$ cat src/rtl/lsu_pkg.sv
// Shared definitions for the load/store unit: FSM state encoding,
// RISC-V load/store funct3 codes and the datapath width.
package lsu_pkg;

  localparam int XLEN = 32;

  typedef enum logic [2:0] {
    IDLE  = 3'd0,
    LOAD  = 3'd1,
    MERGE = 3'd2,
    STORE = 3'd3,
    RESP  = 3'd4
  } lsu_state_e;

  localparam logic [2:0] F3_B  = 3'b000;
  localparam logic [2:0] F3_H  = 3'b001;
  localparam logic [2:0] F3_W  = 3'b010;
  localparam logic [2:0] F3_BU = 3'b100;
  localparam logic [2:0] F3_HU = 3'b101;

endpackage

$ cat src/rtl/lsu_if.sv
// Request/response handshake with the CPU datapath plus the word-wide
// data memory port. The LSU uses the slave view; the CPU/memory side
// uses the master view.
interface lsu_if #(parameter int XLEN = lsu_pkg::XLEN);

  logic            req_valid;
  logic            req_ready;
  logic            req_write;
  logic [2:0]      req_funct3;
  logic [XLEN-1:0] req_addr;
  logic [XLEN-1:0] req_wdata;
  logic            resp_valid;
  logic [XLEN-1:0] resp_rdata;
  logic            resp_fault;
  logic [XLEN-1:0] mem_addr;
  logic [XLEN-1:0] mem_din;
  logic            mem_read;
  logic            mem_write;
  logic [XLEN-1:0] mem_dout;

  modport slave (
    input  req_valid, req_write, req_funct3, req_addr, req_wdata, mem_dout,
    output req_ready, resp_valid, resp_rdata, resp_fault,
           mem_addr, mem_din, mem_read, mem_write
  );

  modport master (
    output req_valid, req_write, req_funct3, req_addr, req_wdata, mem_dout,
    input  req_ready, resp_valid, resp_rdata, resp_fault,
           mem_addr, mem_din, mem_read, mem_write
  );

endinterface

$ cat src/rtl/lsu_align.sv
// Combinational byte-lane logic: extracts and extends load data from a
// memory word, merges sub-word store data into a word, and classifies
// the access as misaligned and/or carrying an illegal funct3.
module lsu_align
  import lsu_pkg::*;
(
  input  logic            is_write,
  input  logic [2:0]      funct3,
  input  logic [1:0]      addr_lo,
  input  logic [XLEN-1:0] word,
  input  logic [XLEN-1:0] wdata,
  output logic [XLEN-1:0] load_data,
  output logic [XLEN-1:0] store_word,
  output logic            misaligned,
  output logic            illegal
);

  logic signed [7:0]  byte_s;
  logic signed [15:0] half_s;

  // Select the addressed byte and halfword lanes of the memory word
  always_comb begin
    byte_s = word[7:0];
    case (addr_lo)
      2'd0:    byte_s = word[7:0];
      2'd1:    byte_s = word[15:8];
      2'd2:    byte_s = word[23:16];
      default: byte_s = word[31:24];
    endcase
    half_s = addr_lo[1] ? word[31:16] : word[15:0];
  end

  // Sign- or zero-extend the selected lane according to funct3
  always_comb begin
    load_data = word;
    case (funct3)
      F3_B:    load_data = {{(XLEN-8){byte_s[7]}}, byte_s};
      F3_H:    load_data = {{(XLEN-16){half_s[15]}}, half_s};
      F3_BU:   load_data = {{(XLEN-8){1'b0}}, byte_s};
      F3_HU:   load_data = {{(XLEN-16){1'b0}}, half_s};
      default: load_data = word;
    endcase
  end

  // Overlay store data onto the word read back from memory
  always_comb begin
    store_word = wdata;
    case (funct3[1:0])
      2'b00: begin
        store_word = word;
        case (addr_lo)
          2'd0:    store_word[7:0]   = wdata[7:0];
          2'd1:    store_word[15:8]  = wdata[7:0];
          2'd2:    store_word[23:16] = wdata[7:0];
          default: store_word[31:24] = wdata[7:0];
        endcase
      end
      2'b01:   store_word = addr_lo[1] ? {wdata[15:0], word[15:0]}
                                       : {word[31:16], wdata[15:0]};
      default: store_word = wdata;
    endcase
  end

  // Classify the access; 011 and the unsigned store encodings do not exist
  always_comb begin
    misaligned = 1'b0;
    case (funct3[1:0])
      2'b01:   misaligned = addr_lo[0];
      2'b10:   misaligned = |addr_lo;
      default: misaligned = 1'b0;
    endcase
    if (is_write)
      illegal = funct3[2] || (funct3[1:0] == 2'b11);
    else
      illegal = (funct3 == 3'b011) || (funct3[2:1] == 2'b11);
  end

endmodule

$ cat src/rtl/load_store_unit.sv
// Load/store unit: accepts one CPU load/store per handshake, performs
// byte/halfword/word accesses on a word-only data memory (sub-word stores
// as read-modify-write) and returns extended load data or a fault flag.
module load_store_unit
  import lsu_pkg::*;
(
  input  logic clk,
  input  logic reset,
  lsu_if.slave bus
);

  lsu_state_e      state_q, state_d;
  logic            write_q;
  logic [2:0]      funct3_q;
  logic [XLEN-1:0] addr_q;
  logic [XLEN-1:0] wdata_q;
  logic [XLEN-1:0] rdata_q;
  logic            fault_q;

  logic            idle;
  logic            handshake;
  logic            al_write;
  logic [2:0]      al_funct3;
  logic [1:0]      al_addr;
  logic [XLEN-1:0] al_wdata;
  logic [XLEN-1:0] load_data;
  logic [XLEN-1:0] store_word;
  logic            misaligned;
  logic            illegal;
  logic            fault_now;
  logic [XLEN-1:0] word_addr;

  assign idle      = (state_q == IDLE);
  assign handshake = idle && bus.req_valid;
  assign fault_now = misaligned || illegal;
  assign word_addr = {addr_q[XLEN-1:2], 2'b00};

  // Alignment logic sees the live request while idle, the captured one after
  always_comb begin
    al_write  = write_q;
    al_funct3 = funct3_q;
    al_addr   = addr_q[1:0];
    al_wdata  = wdata_q;
    if (idle) begin
      al_write  = bus.req_write;
      al_funct3 = bus.req_funct3;
      al_addr   = bus.req_addr[1:0];
      al_wdata  = bus.req_wdata;
    end
  end

  lsu_align u_align (
    .is_write   (al_write),
    .funct3     (al_funct3),
    .addr_lo    (al_addr),
    .word       (bus.mem_dout),
    .wdata      (al_wdata),
    .load_data  (load_data),
    .store_word (store_word),
    .misaligned (misaligned),
    .illegal    (illegal)
  );

  // Next-state selection: faults skip memory, SW skips the read phase
  always_comb begin
    state_d = state_q;
    case (state_q)
      IDLE: begin
        if (bus.req_valid) begin
          if (fault_now)                      state_d = RESP;
          else if (!bus.req_write)            state_d = LOAD;
          else if (bus.req_funct3[1:0] == 2'b10) state_d = STORE;
          else                                state_d = MERGE;
        end
      end
      LOAD:    state_d = RESP;
      MERGE:   state_d = STORE;
      STORE:   state_d = RESP;
      RESP:    state_d = IDLE;
      default: state_d = IDLE;
    endcase
  end

  // Bus outputs decoded from state; write and response are squashed in reset
  always_comb begin
    bus.req_ready  = idle;
    bus.mem_read   = 1'b0;
    bus.mem_write  = 1'b0;
    bus.mem_addr   = '0;
    bus.mem_din    = '0;
    bus.resp_valid = 1'b0;
    case (state_q)
      LOAD, MERGE: begin
        bus.mem_read = 1'b1;
        bus.mem_addr = word_addr;
      end
      STORE: begin
        bus.mem_write = reset;
        bus.mem_addr  = word_addr;
        bus.mem_din   = wdata_q;
      end
      RESP:    bus.resp_valid = reset;
      default: ;
    endcase
  end

  assign bus.resp_rdata = rdata_q;
  assign bus.resp_fault = fault_q;

  // Control state and response registers
  always_ff @(posedge clk) begin
    if (!reset) begin
      state_q <= IDLE;
      rdata_q <= '0;
      fault_q <= 1'b0;
    end else begin
      state_q <= state_d;
      if (handshake) begin
        rdata_q <= '0;
        fault_q <= fault_now;
      end else if (state_q == LOAD) begin
        rdata_q <= load_data;
      end
    end
  end

  // Request capture; MERGE replaces the store data with the merged word
  always_ff @(posedge clk) begin
    if (handshake) begin
      write_q  <= bus.req_write;
      funct3_q <= bus.req_funct3;
      addr_q   <= bus.req_addr;
      wdata_q  <= bus.req_wdata;
    end else if (state_q == MERGE) begin
      wdata_q  <= store_word;
    end
  end

endmodule

$ cat src/flat_wrapper.sv
// flat-port wrapper written by rule: the top's interface ports become plain ports
module load_store_unit_flat import lsu_pkg::*;
  (clk, reset, bus_req_valid, bus_req_write, bus_req_funct3, bus_req_addr, bus_req_wdata, bus_mem_dout, bus_req_ready, bus_resp_valid, bus_resp_rdata, bus_resp_fault, bus_mem_addr, bus_mem_din, bus_mem_read, bus_mem_write);
  lsu_if bus_i ();
  input  logic clk;
  input  logic reset;
  input wire logic [$bits(bus_i.req_valid)-1:0] bus_req_valid;
  input wire logic [$bits(bus_i.req_write)-1:0] bus_req_write;
  input wire logic [$bits(bus_i.req_funct3)-1:0] bus_req_funct3;
  input wire logic [$bits(bus_i.req_addr)-1:0] bus_req_addr;
  input wire logic [$bits(bus_i.req_wdata)-1:0] bus_req_wdata;
  input wire logic [$bits(bus_i.mem_dout)-1:0] bus_mem_dout;
  output wire logic [$bits(bus_i.req_ready)-1:0] bus_req_ready;
  output wire logic [$bits(bus_i.resp_valid)-1:0] bus_resp_valid;
  output wire logic [$bits(bus_i.resp_rdata)-1:0] bus_resp_rdata;
  output wire logic [$bits(bus_i.resp_fault)-1:0] bus_resp_fault;
  output wire logic [$bits(bus_i.mem_addr)-1:0] bus_mem_addr;
  output wire logic [$bits(bus_i.mem_din)-1:0] bus_mem_din;
  output wire logic [$bits(bus_i.mem_read)-1:0] bus_mem_read;
  output wire logic [$bits(bus_i.mem_write)-1:0] bus_mem_write;
  assign bus_i.req_valid = bus_req_valid;
  assign bus_i.req_write = bus_req_write;
  assign bus_i.req_funct3 = bus_req_funct3;
  assign bus_i.req_addr = bus_req_addr;
  assign bus_i.req_wdata = bus_req_wdata;
  assign bus_i.mem_dout = bus_mem_dout;
  assign bus_req_ready = bus_i.req_ready;
  assign bus_resp_valid = bus_i.resp_valid;
  assign bus_resp_rdata = bus_i.resp_rdata;
  assign bus_resp_fault = bus_i.resp_fault;
  assign bus_mem_addr = bus_i.mem_addr;
  assign bus_mem_din = bus_i.mem_din;
  assign bus_mem_read = bus_i.mem_read;
  assign bus_mem_write = bus_i.mem_write;
  load_store_unit u_core (.clk(clk), .reset(reset), .bus(bus_i));
endmodule
$ cat config.mk
export PLATFORM = sky130hd
export DESIGN_NAME = load_store_unit_flat
export DESIGN_NICKNAME = d
export VERILOG_FILES = /design/src/rtl/lsu_pkg.sv /design/src/rtl/lsu_if.sv /design/src/rtl/lsu_align.sv /design/src/rtl/load_store_unit.sv /design/src/flat_wrapper.sv
export SDC_FILE = /design/constraint.sdc
export NUM_CORES = 1
export LEC_CHECK = 0
export CORE_MARGIN = 10
export CORE_UTILIZATION = 52
export CTS_BUF_LIST = sky130_fd_sc_hd__clkbuf_16
export DETAILED_ROUTE_END_ITERATION = 10
export GPL_TIMING_DRIVEN = 0
export PLACE_DENSITY = 0.87
export SYNTH_ARGS = -nofsm -noshare
export SYNTH_HDL_FRONTEND = slang
export SYNTH_HIERARCHICAL = 1
export SYNTH_SLANG_ARGS = --single-unit
$ cat constraint.sdc
create_clock -name clk -period 5.7 [get_ports clk]
set_clock_uncertainty 0.2 [all_clocks]
set_input_delay 0.57 -clock clk [delete_from_list [all_inputs] [get_ports clk]]
set_output_delay 0.57 -clock clk [all_outputs]
set_load 0.02 [all_outputs]
==> flow_summary_export.csv <==
group,metric,value,unit
clock_network,cts_tree,"yes",
synth,netlist_area,6763,µm²
critical_path,critical_path.most_common_cell,"buf_2",
floorplan,die_h,134.0,µm
clock_network,path_clk_slew,70,ps
routing,wl_per_cell,22.41,µm
synth,synth_warnings,6,
critical_path,rrSetupSlack,2170,ps
floorplan,rows,41,
pwr,clkPwrFrac,19.8,%
job,maxCapViolations,0,
sta,slew_violations,0,
synth,async_reset_ff_share,0,%
synth,synthMuxAreaShare,23.26,%
pwr,powerDensity,335.1,nW/µm²
grt,grt_pass1_vias,6136,
clock_network,h-tree-depth,3,
layout,fill_cells,907,
pwr,p_int,2.010,mW
grt,met3_usage,6.871,%
routing,vias,5918,
routing,ant_nets,0,
placed_design,place.gp.congestion,0.9313,
sta,rsz0062_at_grt,"no",
floorplan,initial_core_util,53.37,%
pwr,ir_drop,195.9,µV
pwr,power.share.combinational,47.6,%
layout,stdcell_count,1030,
sta,period_needed,3533,ps
synth,synth_xor_area_share,0.1295,%
layout,drive_above_1_share,21.10,%
synth,synth_top_family_by_area,"multiplexers",
critical_path,crit_required,5610,ps
floorplan,num_io_pins,204,
sta,setup_tns,0,ps
grt,antenna_found_initial,0,
pwr,p_total,3.121,mW
min_path,min_path_type,"register to register",
sta,slew_headroom,31.41,%
layout,antenna_cells,0,
grt,use_met2,41.69,%
clock_network,cts_hold_buf,0,
clock_network,cts_root_buf,"clkbuf_16",
routing,drt-initial-drc-count,675,
critical_path,cpMaxStageDelayCell,"a222oi_1",
synth,synth_compound_area_share,13.45,%
clock_network,cts_resized,0,
pwr,p_leak,3.524,nW
clock_network,cts_buffer_depth,2,
routing,totalWireLength,23080,µm
layout,nets,960,
routing,drc,0,
grt,grt_max_degree,46,
sta,finalSetupViolCount,0,
grt,grt_use_total,24.77,%
layout,fin_util,73.50,%
clock_network,clk_latency,360,ps
sta,finalCritPeriodShare,61.98,%
synth,post_synth.cell_area_avg,10.60,µm²
synth,ys_seq_area_share,40.85,%
sta,hold_viol_final,0,
critical_path,path_max_fanout,10,
critical_path,path_cells,"buf_2 -> nor3_1 -> buf_2 -> mux2_2 -> inv_1 -> ha_1 -> buf_2 -> o22ai_2 -> a222oi_1 -> inv_1 -> mux2_2",
critical_path,crit_arrival,3450,ps
grt,busiest_layer,"met2",
run_status,outcome,"finished, final reports clean",
pwr,swShare,35.58,%
pwr,power_frac_seq,32.7,%
sta,worst_pin_slew,1023,ps
sta,fmax,283.1,MHz
layout,area_growth,37.71,%
critical_path,path_class,"register to register",
floorplan,die_w,134.0,µm
synth,syn-instance-count,638,
grt,grt_pass1_wl,34870,µm
floorplan,dieArea,17970,µm²
sta,whs,262.2,ps
synth,synth_simple_gate_area_share,15.73,%
synth,synthAdderAreaFrac,0.7401,%
placed_design,place_hpwl,18330,µm
critical_path,start_kind,"register",
synth,synth.distinct_cells,49,
clock_network,clock-sinks,104,
clock_network,cts-buffers-inserted,9,
routing,via_per_inst,5.746,
critical_path,cp_slowest_stage_delay,500,ps
synth,synth-main-ff-cell,"edfxtp_1",
synth,ys_ff_latch,104,
grt,gr-total-overflow,0,
placed_design,portBuffers,201,
synth,synth_edf_count,68,
placed_design,post-place-cells,1014,
clock_network,cts_setup_buffers,0,
floorplan,core_area,12670,µm²
routing,firstDrtPassIters,8,
grt,use_met1,29.13,%
critical_path,end_kind,"register",
pwr,power_switching,1.110,mW
area by class of cell:
class,instances,area [µm²],share of cell area [%]
Multi-Input combinational cell,469,3617,38.84
Tap cell,172,215.2,2.311
Timing Repair Buffer,203,2031,21.81
Sequential cell,104,2763,29.67
Buffer,52,339.1,3.641
Clock buffer,10,250.2,2.687
Clock inverter,6,45.04,0.4837
Inverter,14,52.55,0.5643
cell usage after synthesis (2+ instances only):
master / instances / area share (%)
a211o_1: 6 / 0.78
nand3_1: 16 / 1.2
edfxtp_1: 68 / 30
clkbuf_1: 14 / 0.78
nor2_1: 14 / 0.78
a22oi_1: 9 / 1.0
dfxtp_1: 36 / 11
o211a_1: 2 / 0.30
mux2i_1: 29 / 4.3
a22oi_2: 15 / 2.8
o21ai_0: 10 / 0.74
inv_1: 14 / 0.78
buf_4: 12 / 1.3
mux2_1: 7 / 1.2
a222oi_1: 8 / 1.2
nor3b_1: 3 / 0.33
and3_1: 2 / 0.18
o21ai_1: 16 / 1.2
a221o_1: 9 / 1.3
nor3_1: 2 / 0.15
a21oi_1: 35 / 2.6
mux2_4: 17 / 3.8
nand2_1: 85 / 4.7
and2b_1: 2 / 0.22
buf_6: 9 / 1.5
nor2b_1: 11 / 1.0
and2_1: 63 / 5.8
ha_1: 4 / 0.74
o22ai_2: 2 / 0.37
o21a_1: 2 / 0.22
mux2_2: 83 / 14
buf_2: 16 / 1.2
cells in the final DEF (no fill, tap or decap), types with 11 or more instances in the layout:
cell             netlist  layout
a21oi_1               35      35
and2_1                63      63
nand3_1               16      16
inv_1                 14      14
o21ai_1               16      16
nor2_1                14      14
nand2_1               85      85
edfxtp_1              68      68
a22oi_2               15      15
clkbuf_1              14      14
nor2b_1               11      11
mux2i_1               29      29
buf_4                 12      13
mux2_2                83      83
clkdlybuf4s50_1        0     201
mux2_4                17      17
dfxtp_1               36      36
buf_2                 16      16
path summary, 6_finish.rpt:
kind | from | endpoint | cells past startpoint
min reg2reg | u_core/bus.resp_rdata[25] | u_core/bus.resp_rdata[25] | 2
max | u_core/state_q[2] | u_core/wdata_q[6] | 11
max reg2reg | u_core/state_q[2] | u_core/wdata_q[6] | 11
min | u_core/bus.resp_rdata[25] | u_core/bus.resp_rdata[25] | 2
cell families (layout without fill, tap and decap cells):
family / count (synthesis) / after routing
AND/OR/NAND/NOR: 206 / 206
multiplexers: 137 / 137
AO/OA/AOI/OAI: 119 / 119
flip-flops: 104 / 104
buffers and inverters: 66 / 285
adder cells (fa/ha/maj): 4 / 4
other: 1 / 2
XOR/XNOR: 1 / 1
registers in the layout (all words and copies together) (netlist names):
name / count
u_core/wdata_q: 32
u_core/funct3_q: 3
u_core/write_q: 1
u_core/addr_q: 32
u_core/state_q: 3
u_core/bus.resp_rdata: 32
u_core/bus.resp_fault: 1
stage by stage:
step,cell area (µm²),setup WS (ps)
floorplan,6766,2232
global route,9313,2003
finish,9313,2167
CTS,9313,2209
global placement,8994,476.9
detailed placement,9017,2249
power by group through the flow:
stage / sequential, mW / combinational (mW) / clock [mW]
2_1_floorplan: 1.03 / 1.03 / 0
3_3_place_gp: 1.03 / 1.41 / 0
3_5_place_dp: 1.03 / 1.45 / 0
4_1_cts: 1.02 / 1.46 / 0.629
5_1_grt: 1.03 / 1.58 / 0.658
6_report: 1.02 / 1.48 / 0.618
critical path: cells and delay by family, from the launching register on:
family / cells / cell delay (ps)
buf+inv: 5 / 910
mux: 2 / 690
flops: 1 / 300
fa+ha+maj: 1 / 220
simple gates: 1 / 290
compound gates: 2 / 680
layer usage:
layer	wire (µm)	share of wire, %	up-vias
met4	719	3.1	0
met1	9295	40	2833
met5	0	0	-
met2	10990	48	305
li1	-	-	2737
met3	2079	9.0	43
Note: power is estimated with default switching activity, not from simulation.
